$ cat src/rtl/systolic_matmul3x3_if.sv
// Operand, result and start/done handshake bundle for the 3x3 systolic matrix multiplier.
// The master drives operands and start; the slave (the multiplier) returns results and status.
interface systolic_matmul3x3_if #(
    parameter int W = 5
);
    logic         start;
    logic [W-1:0] a1, a2, a3, a4, a5, a6, a7, a8, a9;
    logic [W-1:0] b1, b2, b3, b4, b5, b6, b7, b8, b9;
    logic [W-1:0] o1, o2, o3, o4, o5, o6, o7, o8, o9;
    logic         busy;
    logic         done;

    modport master (
        output start,
        output a1, a2, a3, a4, a5, a6, a7, a8, a9,
        output b1, b2, b3, b4, b5, b6, b7, b8, b9,
        input  o1, o2, o3, o4, o5, o6, o7, o8, o9,
        input  busy,
        input  done
    );

    modport slave (
        input  start,
        input  a1, a2, a3, a4, a5, a6, a7, a8, a9,
        input  b1, b2, b3, b4, b5, b6, b7, b8, b9,
        output o1, o2, o3, o4, o5, o6, o7, o8, o9,
        output busy,
        output done
    );
endinterface

$ cat src/rtl/systolic_matmul3x3.sv
// Output-stationary 3x3 systolic matrix multiplier: C = A x B mod 2^W.
// Rows of A stream rightwards and columns of B stream downwards through nine MAC cells.
module systolic_matmul3x3 #(
    parameter int W = 5,
    parameter int N = 3
) (
    input  logic                 clk,
    input  logic                 rst,
    systolic_matmul3x3_if.slave  bus
);

    localparam int PW        = 2 * W;
    localparam int AW        = 2 * W + 2;
    localparam int LAST_STEP = 3 * (N - 1);
    localparam int SW        = $clog2(LAST_STEP + 1);

    typedef enum logic [1:0] {
        IDLE  = 2'd0,
        RUN   = 2'd1,
        FLUSH = 2'd2
    } state_t;

    state_t          state_r;
    logic [SW-1:0]   step_r;
    logic            busy_r;
    logic            done_r;

    logic [W-1:0]    a_op_r    [N][N];
    logic [W-1:0]    b_op_r    [N][N];
    logic [W-1:0]    o_r       [N][N];

    logic [W-1:0]    a_feed_s  [N];
    logic [W-1:0]    b_feed_s  [N];
    logic [W-1:0]    a_west_s  [N][N];
    logic [W-1:0]    b_north_s [N][N];
    logic [PW-1:0]   prod_s    [N][N];
    logic [AW-1:0]   acc_r     [N][N];
    logic [W-1:0]    a_fwd_r   [N][N-1];
    logic [W-1:0]    b_fwd_r   [N-1][N];

    logic            clr_s;
    logic            en_s;

    assign clr_s = (state_r == IDLE) && bus.start;
    assign en_s  = (state_r == RUN);

    // Skewed edge feed: row i / column j sees operand k exactly at step i+k / j+k, zero otherwise.
    always_comb begin
        for (int i = 0; i < N; i++) begin
            a_feed_s[i] = {W{1'b0}};
            b_feed_s[i] = {W{1'b0}};
            for (int k = 0; k < N; k++) begin
                a_feed_s[i] = a_feed_s[i] | ((int'(step_r) == i + k) ? a_op_r[i][k] : {W{1'b0}});
                b_feed_s[i] = b_feed_s[i] | ((int'(step_r) == i + k) ? b_op_r[k][i] : {W{1'b0}});
            end
        end
    end

    for (genvar gi = 0; gi < N; gi++) begin : g_row
        for (genvar gj = 0; gj < N; gj++) begin : g_col
            if (gj == 0) begin : g_a_edge
                assign a_west_s[gi][gj] = a_feed_s[gi];
            end else begin : g_a_link
                assign a_west_s[gi][gj] = a_fwd_r[gi][gj-1];
            end
            if (gi == 0) begin : g_b_edge
                assign b_north_s[gi][gj] = b_feed_s[gj];
            end else begin : g_b_link
                assign b_north_s[gi][gj] = b_fwd_r[gi-1][gj];
            end
            assign prod_s[gi][gj] = {{W{1'b0}}, a_west_s[gi][gj]} * {{W{1'b0}}, b_north_s[gi][gj]};
        end
    end

    // PE array: accumulate during RUN and forward operands one cell right / down per step.
    always_ff @(posedge clk) begin
        if (rst || clr_s) begin
            for (int i = 0; i < N; i++) begin
                for (int j = 0; j < N; j++) begin
                    acc_r[i][j] <= {AW{1'b0}};
                end
            end
            for (int i = 0; i < N; i++) begin
                for (int j = 0; j < N - 1; j++) begin
                    a_fwd_r[i][j] <= {W{1'b0}};
                    b_fwd_r[j][i] <= {W{1'b0}};
                end
            end
        end else if (en_s) begin
            for (int i = 0; i < N; i++) begin
                for (int j = 0; j < N; j++) begin
                    acc_r[i][j] <= acc_r[i][j] + {2'b00, prod_s[i][j]};
                end
            end
            for (int i = 0; i < N; i++) begin
                for (int j = 0; j < N - 1; j++) begin
                    a_fwd_r[i][j] <= a_west_s[i][j];
                    b_fwd_r[j][i] <= b_north_s[j][i];
                end
            end
        end
    end

    // Control FSM: operand capture, step sequencing, result load and status flags.
    always_ff @(posedge clk) begin
        if (rst) begin
            state_r <= IDLE;
            step_r  <= {SW{1'b0}};
            busy_r  <= 1'b0;
            done_r  <= 1'b0;
            for (int i = 0; i < N; i++) begin
                for (int j = 0; j < N; j++) begin
                    a_op_r[i][j] <= {W{1'b0}};
                    b_op_r[i][j] <= {W{1'b0}};
                    o_r[i][j]    <= {W{1'b0}};
                end
            end
        end else begin
            done_r <= 1'b0;
            case (state_r)
                IDLE: begin
                    if (bus.start) begin
                        a_op_r[0][0] <= bus.a1;
                        a_op_r[0][1] <= bus.a2;
                        a_op_r[0][2] <= bus.a3;
                        a_op_r[1][0] <= bus.a4;
                        a_op_r[1][1] <= bus.a5;
                        a_op_r[1][2] <= bus.a6;
                        a_op_r[2][0] <= bus.a7;
                        a_op_r[2][1] <= bus.a8;
                        a_op_r[2][2] <= bus.a9;
                        b_op_r[0][0] <= bus.b1;
                        b_op_r[0][1] <= bus.b2;
                        b_op_r[0][2] <= bus.b3;
                        b_op_r[1][0] <= bus.b4;
                        b_op_r[1][1] <= bus.b5;
                        b_op_r[1][2] <= bus.b6;
                        b_op_r[2][0] <= bus.b7;
                        b_op_r[2][1] <= bus.b8;
                        b_op_r[2][2] <= bus.b9;
                        step_r       <= {SW{1'b0}};
                        busy_r       <= 1'b1;
                        state_r      <= RUN;
                    end
                end
                RUN: begin
                    if (step_r == SW'(LAST_STEP)) begin
                        state_r <= FLUSH;
                    end else begin
                        step_r <= step_r + SW'(1);
                    end
                end
                FLUSH: begin
                    for (int i = 0; i < N; i++) begin
                        for (int j = 0; j < N; j++) begin
                            o_r[i][j] <= acc_r[i][j][W-1:0];
                        end
                    end
                    done_r  <= 1'b1;
                    busy_r  <= 1'b0;
                    step_r  <= {SW{1'b0}};
                    state_r <= IDLE;
                end
                default: begin
                    busy_r  <= 1'b0;
                    step_r  <= {SW{1'b0}};
                    state_r <= IDLE;
                end
            endcase
        end
    end

    assign bus.o1   = o_r[0][0];
    assign bus.o2   = o_r[0][1];
    assign bus.o3   = o_r[0][2];
    assign bus.o4   = o_r[1][0];
    assign bus.o5   = o_r[1][1];
    assign bus.o6   = o_r[1][2];
    assign bus.o7   = o_r[2][0];
    assign bus.o8   = o_r[2][1];
    assign bus.o9   = o_r[2][2];
    assign bus.busy = busy_r;
    assign bus.done = done_r;

endmodule

$ cat src/flat_wrapper.sv
// flat-port wrapper written by rule: the top's interface ports become plain ports
module systolic_matmul3x3_flat 
#(
    parameter int W = 5,
    parameter int N = 3
)
  (clk, rst, bus_start, bus_a1, bus_a2, bus_a3, bus_a4, bus_a5, bus_a6, bus_a7, bus_a8, bus_a9, bus_b1, bus_b2, bus_b3, bus_b4, bus_b5, bus_b6, bus_b7, bus_b8, bus_b9, bus_o1, bus_o2, bus_o3, bus_o4, bus_o5, bus_o6, bus_o7, bus_o8, bus_o9, bus_busy, bus_done);
  systolic_matmul3x3_if #(.W(W)) bus_i ();
  input  logic clk;
  input  logic rst;
  input wire logic [$bits(bus_i.start)-1:0] bus_start;
  input wire logic [$bits(bus_i.a1)-1:0] bus_a1;
  input wire logic [$bits(bus_i.a2)-1:0] bus_a2;
  input wire logic [$bits(bus_i.a3)-1:0] bus_a3;
  input wire logic [$bits(bus_i.a4)-1:0] bus_a4;
  input wire logic [$bits(bus_i.a5)-1:0] bus_a5;
  input wire logic [$bits(bus_i.a6)-1:0] bus_a6;
  input wire logic [$bits(bus_i.a7)-1:0] bus_a7;
  input wire logic [$bits(bus_i.a8)-1:0] bus_a8;
  input wire logic [$bits(bus_i.a9)-1:0] bus_a9;
  input wire logic [$bits(bus_i.b1)-1:0] bus_b1;
  input wire logic [$bits(bus_i.b2)-1:0] bus_b2;
  input wire logic [$bits(bus_i.b3)-1:0] bus_b3;
  input wire logic [$bits(bus_i.b4)-1:0] bus_b4;
  input wire logic [$bits(bus_i.b5)-1:0] bus_b5;
  input wire logic [$bits(bus_i.b6)-1:0] bus_b6;
  input wire logic [$bits(bus_i.b7)-1:0] bus_b7;
  input wire logic [$bits(bus_i.b8)-1:0] bus_b8;
  input wire logic [$bits(bus_i.b9)-1:0] bus_b9;
  output wire logic [$bits(bus_i.o1)-1:0] bus_o1;
  output wire logic [$bits(bus_i.o2)-1:0] bus_o2;
  output wire logic [$bits(bus_i.o3)-1:0] bus_o3;
  output wire logic [$bits(bus_i.o4)-1:0] bus_o4;
  output wire logic [$bits(bus_i.o5)-1:0] bus_o5;
  output wire logic [$bits(bus_i.o6)-1:0] bus_o6;
  output wire logic [$bits(bus_i.o7)-1:0] bus_o7;
  output wire logic [$bits(bus_i.o8)-1:0] bus_o8;
  output wire logic [$bits(bus_i.o9)-1:0] bus_o9;
  output wire logic [$bits(bus_i.busy)-1:0] bus_busy;
  output wire logic [$bits(bus_i.done)-1:0] bus_done;
  assign bus_i.start = bus_start;
  assign bus_i.a1 = bus_a1;
  assign bus_i.a2 = bus_a2;
  assign bus_i.a3 = bus_a3;
  assign bus_i.a4 = bus_a4;
  assign bus_i.a5 = bus_a5;
  assign bus_i.a6 = bus_a6;
  assign bus_i.a7 = bus_a7;
  assign bus_i.a8 = bus_a8;
  assign bus_i.a9 = bus_a9;
  assign bus_i.b1 = bus_b1;
  assign bus_i.b2 = bus_b2;
  assign bus_i.b3 = bus_b3;
  assign bus_i.b4 = bus_b4;
  assign bus_i.b5 = bus_b5;
  assign bus_i.b6 = bus_b6;
  assign bus_i.b7 = bus_b7;
  assign bus_i.b8 = bus_b8;
  assign bus_i.b9 = bus_b9;
  assign bus_o1 = bus_i.o1;
  assign bus_o2 = bus_i.o2;
  assign bus_o3 = bus_i.o3;
  assign bus_o4 = bus_i.o4;
  assign bus_o5 = bus_i.o5;
  assign bus_o6 = bus_i.o6;
  assign bus_o7 = bus_i.o7;
  assign bus_o8 = bus_i.o8;
  assign bus_o9 = bus_i.o9;
  assign bus_busy = bus_i.busy;
  assign bus_done = bus_i.done;
  systolic_matmul3x3 #(.W(W), .N(N)) u_core (.clk(clk), .rst(rst), .bus(bus_i));
endmodule
$ cat config.mk
export PLATFORM = sky130hd
export DESIGN_NAME = systolic_matmul3x3_flat
export DESIGN_NICKNAME = d
export VERILOG_FILES = /design/src/rtl/systolic_matmul3x3_if.sv /design/src/rtl/systolic_matmul3x3.sv /design/src/flat_wrapper.sv
export SDC_FILE = /design/constraint.sdc
export NUM_CORES = 1
export LEC_CHECK = 0
export BUFFER_PORTS_ARGS = -buffer_cell sky130_fd_sc_hd__clkbuf_2
export CAP_MARGIN = 20
export CELL_PAD_IN_SITES_DETAIL_PLACEMENT = 2
export CELL_PAD_IN_SITES_GLOBAL_PLACEMENT = 2
export CORE_MARGIN = 1
export CORE_UTILIZATION = 41
export CTS_CLUSTER_SIZE = 12
export DETAILED_ROUTE_END_ITERATION = 7
export PLACE_DENSITY_LB_ADDON = 0.25
export SYNTH_ARGS = -nofsm -noshare
export SYNTH_HDL_FRONTEND = slang
export SYNTH_SLANG_ARGS = --single-unit
export TNS_END_PERCENT = 30
$ cat constraint.sdc
create_clock -name clk -period 10.32 [get_ports clk]
set_input_delay 1.032 -clock clk [delete_from_list [all_inputs] [get_ports clk]]
set_output_delay 1.032 -clock clk [all_outputs]
set_load 0.02 [all_outputs]
==> results.txt, run 1 <==
Worst setup EP type: flop
CP max stage cell: nor2b_2
Worst Path Max Fanout: 20
Slew Viols, Final: 0
FF/Latch Area: 7347 um2
Via density: 5.221
Seq/Total Area, Yosys: 56.38%
Reg clk slew, reported paths: 60 ps
DRT Wirelength: 34670 um
GR peak layer: met2
outcome: finished clean
first-pass GRT wire length: 54120 um
Power Density: 169.8 nW/um2
CP Class: reg -> reg
hpwl dp: 24130 um
Routed Antenna Nets: 0
initial antenna violation count: 0
DR DRC count: 0
Top delay family on crit path: adder cells
Initial Util: 42.16%
post-route cell area: 15130 um2
DR iter-0 viols: 535
Max Cap Violations: 0
layout cell share with drive strength beyond 1: 18.19%
die span in x: 180.3 um
worst slew pin tran: 1072 ps
crit-path cells: inv_1 > ha_1 > nor2b_2 > a222oi_1 > nand2b_1 > fa_1 > inv_1 > ha_1 > fa_1 > inv_1 > fa_1 > xor2_1 > xnor2_1 > xnor2_1 > xnor2_1 > xnor3_1 > nor2_1
met1 Use GR: 28.45%
CTS tree: built
WL per Instance: 22.44 um
Peak Freq: 180.7 MHz
Max-slew headroom: 28.16%
synth unique cells: 35
most common cell after layout, fill and taps aside: edfxtp_1
setup_tns: 0 ps
Die Span Y: 180.3 um
Place WS: 4707 ps
Hold WC Path Type: reg -> reg
CTS Root Buffer Type: clkbuf_16
routed via count: 8066
IO Port Bufs: 139
gpl congestion: 0.8049
most frequent cells in the layout: edfxtp_1, and2_1, clkbuf_2, xnor2_1, ha_1
drt pass-1 iters: 8
met3 Use GR: 2.809%
Avg Synthesized Cell Area: 13.14 um2
H-tree depth: 1
largest net degree at the start of global routing: 93
worst setup margin: 4787 ps
Post-CTS Repair Setup Buffers: 0
post-synthesis instance area: 13030 um2
cells after synthesis: 992
nets: 1334
peak supply drop: 127.5 uV
ANT cells: 0
Worst-Skew Late Latency: 550 ps
area delta synth->final: 16.08%
endpoints failing hold: 0
Longest Clk Path Bufs: 3
crit-path max cell delay: 800 ps
crit path DAT: 5950 ps
Overall Global Routing Usage: 21.68%
post-cts hold buffer count: 0
fillers: 3002
placed inst area: 14120 um2
total grt overflow: 0
critical path required time: 10740 ps
Final setup viols: 0
multi-input logic area: 5334 um2
CTS Sinks: 247
LEAKAGE: 6.535 nW
YS warnings: 0
clk_skew: 8.065 ps
total CTS buffers: 28
vias in the first global route: 9269
core area: 30910 um2
Yosys reg bits: 247
full die area: 32500 um2
Tmin final: 5533 ps
GRT met2 Usage: 36.93%
Resized cells post-CTS: 0
crit start category: flop
RSZ-0062 raised after global routing: false
CP bufs+invs: 3
post-route clock period utilization: 53.62%
IO Pins: 140
Mapped Nets: 1198
FP Rows: 64
-- cell families after synthesis --
logic type | after synthesis | synth area share (%)
buffers and inverters | 93 | 3.053
and+or+nand+nor | 411 | 17.98
DFF | 247 | 56.38
xor gates and xnor gates | 85 | 6.193
adders and majority gates | 113 | 13.44
AOI/OAI and AO/OA | 43 | 2.948
-- final timing paths --
path	start	endpoint	slack, ps	depth (start not counted)
hold reg to reg	u_core.bus.busy	u_core.bus.busy	450	1
setup reg to reg	u_core.step_r[0]	u_core.acc_r[0][100]	4790	17
setup / recovery	u_core.step_r[0]	u_core.acc_r[0][100]	4790	17
hold / removal	u_core.bus.busy	u_core.bus.busy	450	1
-- final cells by class --
type | instances | share of cell area (%)
Multi-Input combinational cell | 652 | 35.26
Inverter | 49 | 1.216
Timing Repair Buffer | 150 | 5.542
Clock buffer | 43 | 5.409
Clock inverter | 8 | 0.7279
Sequential cell | 247 | 48.57
Tap cell | 396 | 3.275
-- where the power goes --
group / switching (mW) / total [mW] / internal (mW)
clock network: 0.414 / 1.03 / 0.616
logic: 0.174 / 0.287 / 0.113
registers: 0.0567 / 1.25 / 1.19
total: 0.645 / 2.57 / 1.92
-- synthesized netlist by cell type --
| library cell | number | area (um2) |
|---|---|---|
| a21o_1 | 2 | 15.01 |
| a21oi_1 | 2 | 10.01 |
| a221o_1 | 12 | 120.1 |
| a222oi_1 | 17 | 170.2 |
| a22o_1 | 1 | 8.760 |
| a2bb2oi_1 | 1 | 8.760 |
| a32oi_1 | 1 | 8.760 |
| and2_1 | 213 | 1333 |
| and2_2 | 1 | 7.510 |
| and3_1 | 66 | 412.9 |
| and3_2 | 5 | 37.54 |
| buf_4 | 3 | 22.52 |
| buf_6 | 5 | 56.30 |
| clkbuf_1 | 36 | 135.1 |
| dfxtp_1 | 7 | 140.1 |
| edfxtp_1 | 240 | 7207 |
| fa_1 | 45 | 900.9 |
| ha_1 | 68 | 850.8 |
| inv_1 | 49 | 183.9 |
| nand2_1 | 48 | 180.2 |
| nand2b_1 | 5 | 31.28 |
| nand3_1 | 1 | 5.000 |
| nor2_1 | 38 | 142.6 |
| nor2b_1 | 9 | 56.30 |
| nor3_1 | 16 | 80.08 |
| o21a_1 | 1 | 7.510 |
| o21ai_0 | 4 | 20.02 |
| o21bai_1 | 2 | 15.01 |
| or2_2 | 6 | 37.54 |
| or3_1 | 2 | 12.51 |
| or3_2 | 1 | 7.510 |
| xnor2_1 | 70 | 613.1 |
| xnor2_2 | 1 | 16.27 |
| xnor3_1 | 4 | 90.09 |
| xor2_1 | 10 | 87.58 |
-- sequential cells by signal (all words and copies together) (netlist names) --
| name | count |
|---|---|
| u_core.state_r | 2 |
| u_core.a_fwd_r | 30 |
| u_core.a_op_r | 45 |
| u_core.bus.done | 1 |
| u_core.acc_r | 45 |
| u_core.b_fwd_r | 30 |
| u_core.step_r | 3 |
| u_core.b_op_r | 45 |
| u_core.o_r | 45 |
| u_core.bus.busy | 1 |
-- metal layers --
layer / vias up / wire (um)
met3: 63 / 1407
met1: 4068 / 15150
li1: 3722 / -
met4: 0 / 1001
met2: 213 / 17110
met5: - / 0
-- metrics by stage --
stage | utilization (%) | total power, mW | hold WS, ps | instances
global route | 48.94 | 2.669 | 490.4 | 1545
global placement | 45.67 | 1.524 | 434.2 | 1491
finish | 48.94 | 2.569 | 451.9 | 1545
floorplan | - | 1.439 | 524.3 | 992
CTS | 48.67 | 2.589 | 456.2 | 1542
detailed placement | 45.67 | 1.555 | 441.8 | 1491
(Power assumes the default switching activity.)
==> run 2: changes to the inputs <==
==> constraint.sdc (replaced) <==
create_clock -name clk -period 5.45 [get_ports clk]
set_input_delay 0.545 -clock clk [delete_from_list [all_inputs] [get_ports clk]]
set_output_delay 0.545 -clock clk [all_outputs]
set_load 0.02 [all_outputs]
==> run 2 against run 1 <==
Clock-buffer cell count shrank 6. Cell area is essentially flat. Combinational power grew 86%. Sequential share of layout area is essentially flat. Cell count grew 0.39%. Clock skew grew 9.3 ps. Total power grew 87%. Sequential power grew 90%. Clock power grew 83%. Fmax grew 12%. Non-clock buffer count grew 5. Critical path type unchanged. Critical endpoint is now u_core.acc_r[0][64]. Highest routed layer unchanged.
==> results.txt, run 2 (synthesis results as in run 1) <==
peak supply drop: 241.7 uV
Peak Freq: 201.7 MHz
initial antenna violation count: 1
post-cts hold buffer count: 0
H-tree depth: 1
Die Span Y: 180.3 um
Via density: 5.158
Power Density: 317.2 nW/um2
Max-slew headroom: 28.97%
CTS Sinks: 247
drt pass-1 iters: 6
layout cell share with drive strength beyond 1: 18.70%
FP Rows: 64
endpoints failing hold: 0
DR DRC count: 0
RSZ-0062 raised after global routing: false
most common cell after layout, fill and taps aside: edfxtp_1
Post-CTS Repair Setup Buffers: 0
fin util: 48.94%
post-route clock period utilization: 90.96%
CTS Root Buffer Type: clkbuf_16
CTS tree: built
CP Class: reg -> reg
nets: 1340
crit-path cells: inv_1 > ha_1 > buf_4 > nor2b_1 > buf_4 > a222oi_1 > nor2b_1 > fa_1 > ha_1 > inv_1 > fa_1 > inv_1 > fa_1 > xnor2_1 > xnor2_1 > xnor2_1 > xnor2_1 > xnor3_1 > nor2_1
vias in the first global route: 9169
IO Pins: 140
full die area: 32500 um2
largest net degree at the start of global routing: 106
setup_tns: 0 ps
hold_ws: 266.6 ps
total grt overflow: 0
crit start category: flop
ANT cells: 0
worst slew pin tran: 1060 ps
outcome: finished clean
GRT met2 Usage: 36.03%
Worst Path Max Fanout: 17
post-route cell area: 15130 um2
Routed Antenna Nets: 0
Worst-Skew Late Latency: 550 ps
crit-path max cell delay: 540 ps
die span in x: 180.3 um
Longest Clk Path Bufs: 3
most frequent cells in the layout: edfxtp_1, and2_1, clkbuf_2, xnor2_1, ha_1
DRT Wirelength: 33030 um
Hold WC Path Type: in -> reg
crit path DAT: 5370 ps
first-pass GRT wire length: 52560 um
CP max stage cell: fa_1
Tmin final: 4957 ps
IO Port Bufs: 139
cell mode on critical path: xnor2_1
routed via count: 8000
gpl congestion: 0.7637
placed inst area: 14170 um2
Worst setup EP type: flop
critical path required time: 5860 ps
Resized cells post-CTS: 0
Initial Util: 42.16%
met1 Use GR: 27.52%
GR peak layer: met2
Overall Global Routing Usage: 20.81%
core area: 30910 um2
total CTS buffers: 29
met3 Use GR: 2.688%
clk_skew: 17.36 ps
area delta synth->final: 16.09%
Final setup viols: 0
LEAKAGE: 6.542 nW
WL per Instance: 21.30 um
DR iter-0 viols: 502
Reg clk slew, reported paths: 70 ps
hpwl dp: 23670 um
Max Cap Violations: 0
Slew Viols, Final: 0
## run 2: cell count changes in the layout (fill, tap and decap cells not counted), sizes merged
cell,before,now
inv,49,50
clkbuf,182,176
clkinvlp,0,2
clkinv,5,9
buf,11,16
## run 2: through the flow
step / power (mW) / worst slack (ps) / cells
6_report: 4.799 / 492.6 / 1551
5_1_grt: 4.988 / 184.5 / 1551
4_1_cts: 4.845 / 460.3 / 1549
3_5_place_dp: 2.948 / 600.8 / 1497
3_3_place_gp: 2.892 / 792.4 / 1497
2_1_floorplan: 2.716 / 342.2 / 992
## run 2: critical path: cells and delay by family (launching register included)
| kind | cells | cell delay [ps] |
|---|---|---|
| fa+ha+maj | 5 | 1930 |
| simple gates | 3 | 380 |
| xor+xnor | 5 | 1000 |
| flops | 1 | 380 |
| buf+inv | 5 | 600 |
| compound gates | 1 | 510 |
## run 2: path summary, 6_finish.rpt
check	startpoint	end	slack, ps	cells past startpoint
max	u_core.step_r[0]	u_core.acc_r[0][64]	490	19
min	bus_a7[3]	u_core.a_op_r[0][43]	270	2
max reg2reg	u_core.step_r[0]	u_core.acc_r[0][64]	490	19
min reg2reg	u_core.bus.busy	u_core.bus.busy	470	1
## run 2: final cells by class
cell class                      count  area [um2]
Sequential cell                   247        7347
Tap cell                          396       495.5
Clock inverter                     15       153.9
Clock buffer                       37       755.7
Timing Repair Buffer              155       860.8
Inverter                           49       183.9
Multi-Input combinational cell    652        5331
Fill cell                        3010       15780
## run 2: report_power, final
| part | internal, mW | switching, mW |
|---|---|---|
| Sequential | 2.26 | 0.110 |
| Clock | 1.12 | 0.775 |
| Combinational | 0.214 | 0.321 |
## run 2: routing by layer
metal	up-vias	wire length [um]
met3	47	1164
li1	3727	-
met2	181	16220
met1	4045	14860
met4	0	783
met5	-	0
==> run 3: changes to the inputs <==
--- a/config.mk
+++ b/config.mk
@@ -14,6 +14,7 @@
 export CTS_CLUSTER_SIZE = 12
 export DETAILED_ROUTE_END_ITERATION = 7
 export PLACE_DENSITY_LB_ADDON = 0.25
+export RECOVER_POWER = 100
 export SYNTH_ARGS = -nofsm -noshare
 export SYNTH_HDL_FRONTEND = slang
 export SYNTH_SLANG_ARGS = --single-unit
==> run 3 against run 2 <==
Global-route usage did not move. Largest power group unchanged. The run now ends with capacitance limit, slew limit left. Fmax decreased by 0.21%. Flip-flop and latch count is the same. Core utilization decreased by 0.51 points. Via count fell by 0.21%. Clock skew up 2.6 ps. Sequential power barely moved. Die area is the same.
==> results.txt, run 3 (synthesis results as in run 1) <==
crit start category: flop
placed inst area: 14170 um2
initial antenna violation count: 1
core area: 30910 um2
die span in x: 180.3 um
gpl congestion: 0.7637
CP Class: reg -> reg
DRT Wirelength: 33050 um
most common cell after layout, fill and taps aside: edfxtp_1
full die area: 32500 um2
worst slew pin tran: 3201 ps
setup_tns: 0 ps
endpoints failing hold: 0
multi-input logic area: 5315 um2
CTS Sinks: 247
clk_skew: 19.95 ps
Hold WC Path Type: in -> reg
hpwl dp: 23670 um
Worst-Skew Late Latency: 560 ps
Place WS: 600.8 ps
post-route cell area: 14970 um2
total grt overflow: 0
vias in the first global route: 9169
FP Rows: 64
Worst setup EP type: flop
worst setup margin: 482.1 ps
Post-CTS Repair Setup Buffers: 0
CTS tree: built
Initial Util: 42.16%
Power Density: 320.3 nW/um2
largest net degree at the start of global routing: 106
IO Pins: 140
RSZ-0062 raised after global routing: false
Final setup viols: 0
Worst Path Max Fanout: 17
WL per Instance: 21.31 um
post-cts hold buffer count: 0
crit path DAT: 5230 ps
most frequent cells in the layout: edfxtp_1, and2_0, clkbuf_2, and2_1, xnor2_1
outcome: complete, but fails checks
DR DRC count: 0
area delta synth->final: 14.89%
ANT cells: 0
DR iter-0 viols: 497
total CTS buffers: 29
CTS Root Buffer Type: clkbuf_16
Longest Clk Path Bufs: 3
Reg clk slew, reported paths: 70 ps
drt pass-1 iters: 6
critical path required time: 5710 ps
layout cell share with drive strength beyond 1: 13.59%
fillers: 3009
Slew Viols, Final: 440
FF/Latch Area: 7347 um2
Die Span Y: 180.3 um
Max Cap Violations: 7
first-pass GRT wire length: 52560 um
IO Port Bufs: 139
Routed Antenna Nets: 0
failing checks: capacitance limit, slew limit
routed via count: 7983
Overall Global Routing Usage: 20.81%
Via density: 5.147
peak supply drop: 243.3 uV
Tmin final: 4968 ps
H-tree depth: 1
Max-slew headroom: -113.4%
Peak Freq: 201.3 MHz
nets: 1340
Resized cells post-CTS: 0
LEAKAGE: 6.211 nW
post-route clock period utilization: 91.15%
[run 3: critical path: stages, from the launching register on]
cell and delay, ps:
dfxtp_1 380, inv_1 90, ha_1 200, buf_4 180, nor2b_1 170, buf_4 210
a222oi_1 500, nor2b_1 120, fa_1 450, ha_1 310, inv_1 60, fa_1 540
inv_1 60, fa_1 430, xnor2_1 150, xnor2_1 240, xnor2_1 140, xnor2_1 230
xnor3_1 160, nor2_1 40
[run 3: through the flow]
step / utilization [%] / instances / power (mW) / hold slack [ps]
finish: 48.44 / 1551 / 4.796 / 269.9
global route: 48.44 / 1551 / 4.985 / 264.9
CTS: 48.79 / 1549 / 4.845 / 257.0
detailed placement: 45.85 / 1497 / 2.948 / 466.3
global placement: 45.85 / 1497 / 2.892 / 439.3
floorplan: - / 992 / 2.716 / 524.3
[run 3: final timing paths]
path | startpoint | endpoint | slack, ps | cells after the start
worst max register to register | u_core.step_r[0] | u_core.acc_r[0][64] | 480 | 19
worst min-delay path | bus_b9[4] | u_core.b_op_r[0][34] | 270 | 2
worst min register to register | u_core.bus.busy | u_core.bus.busy | 470 | 1
worst max-delay path | u_core.step_r[0] | u_core.acc_r[0][64] | 480 | 19
[run 3: area by class of cell]
class / instances / share of cell area (%)
Tap cell: 396 / 3.309
Sequential cell: 247 / 49.07
Inverter: 49 / 1.228
Clock inverter: 15 / 1.028
Clock buffer: 37 / 5.048
Timing Repair Buffer: 155 / 4.814
Multi-Input combinational cell: 652 / 35.50
[run 3: layer usage]
layer  global-route usage, %  up-vias  part of all wire (%)
met1                   27.52     4012                    45
li1                        -     3727                     -
met5                       0        -                     0
met2                   36.03      194                    49
met3                   2.688       50                   3.8
met4                   5.504        0                   2.4
[run 3: where the power goes]
| part | total (mW) | switching [mW] | leakage (nW) | internal [mW] |
|---|---|---|---|---|
| combinational | 0.520 | 0.320 | 3.10 | 0.200 |
| sequential | 2.38 | 0.111 | 2.67 | 2.27 |
| clock | 1.89 | 0.776 | 0.440 | 1.12 |
| total | 4.80 | 1.21 | 6.21 | 3.59 |
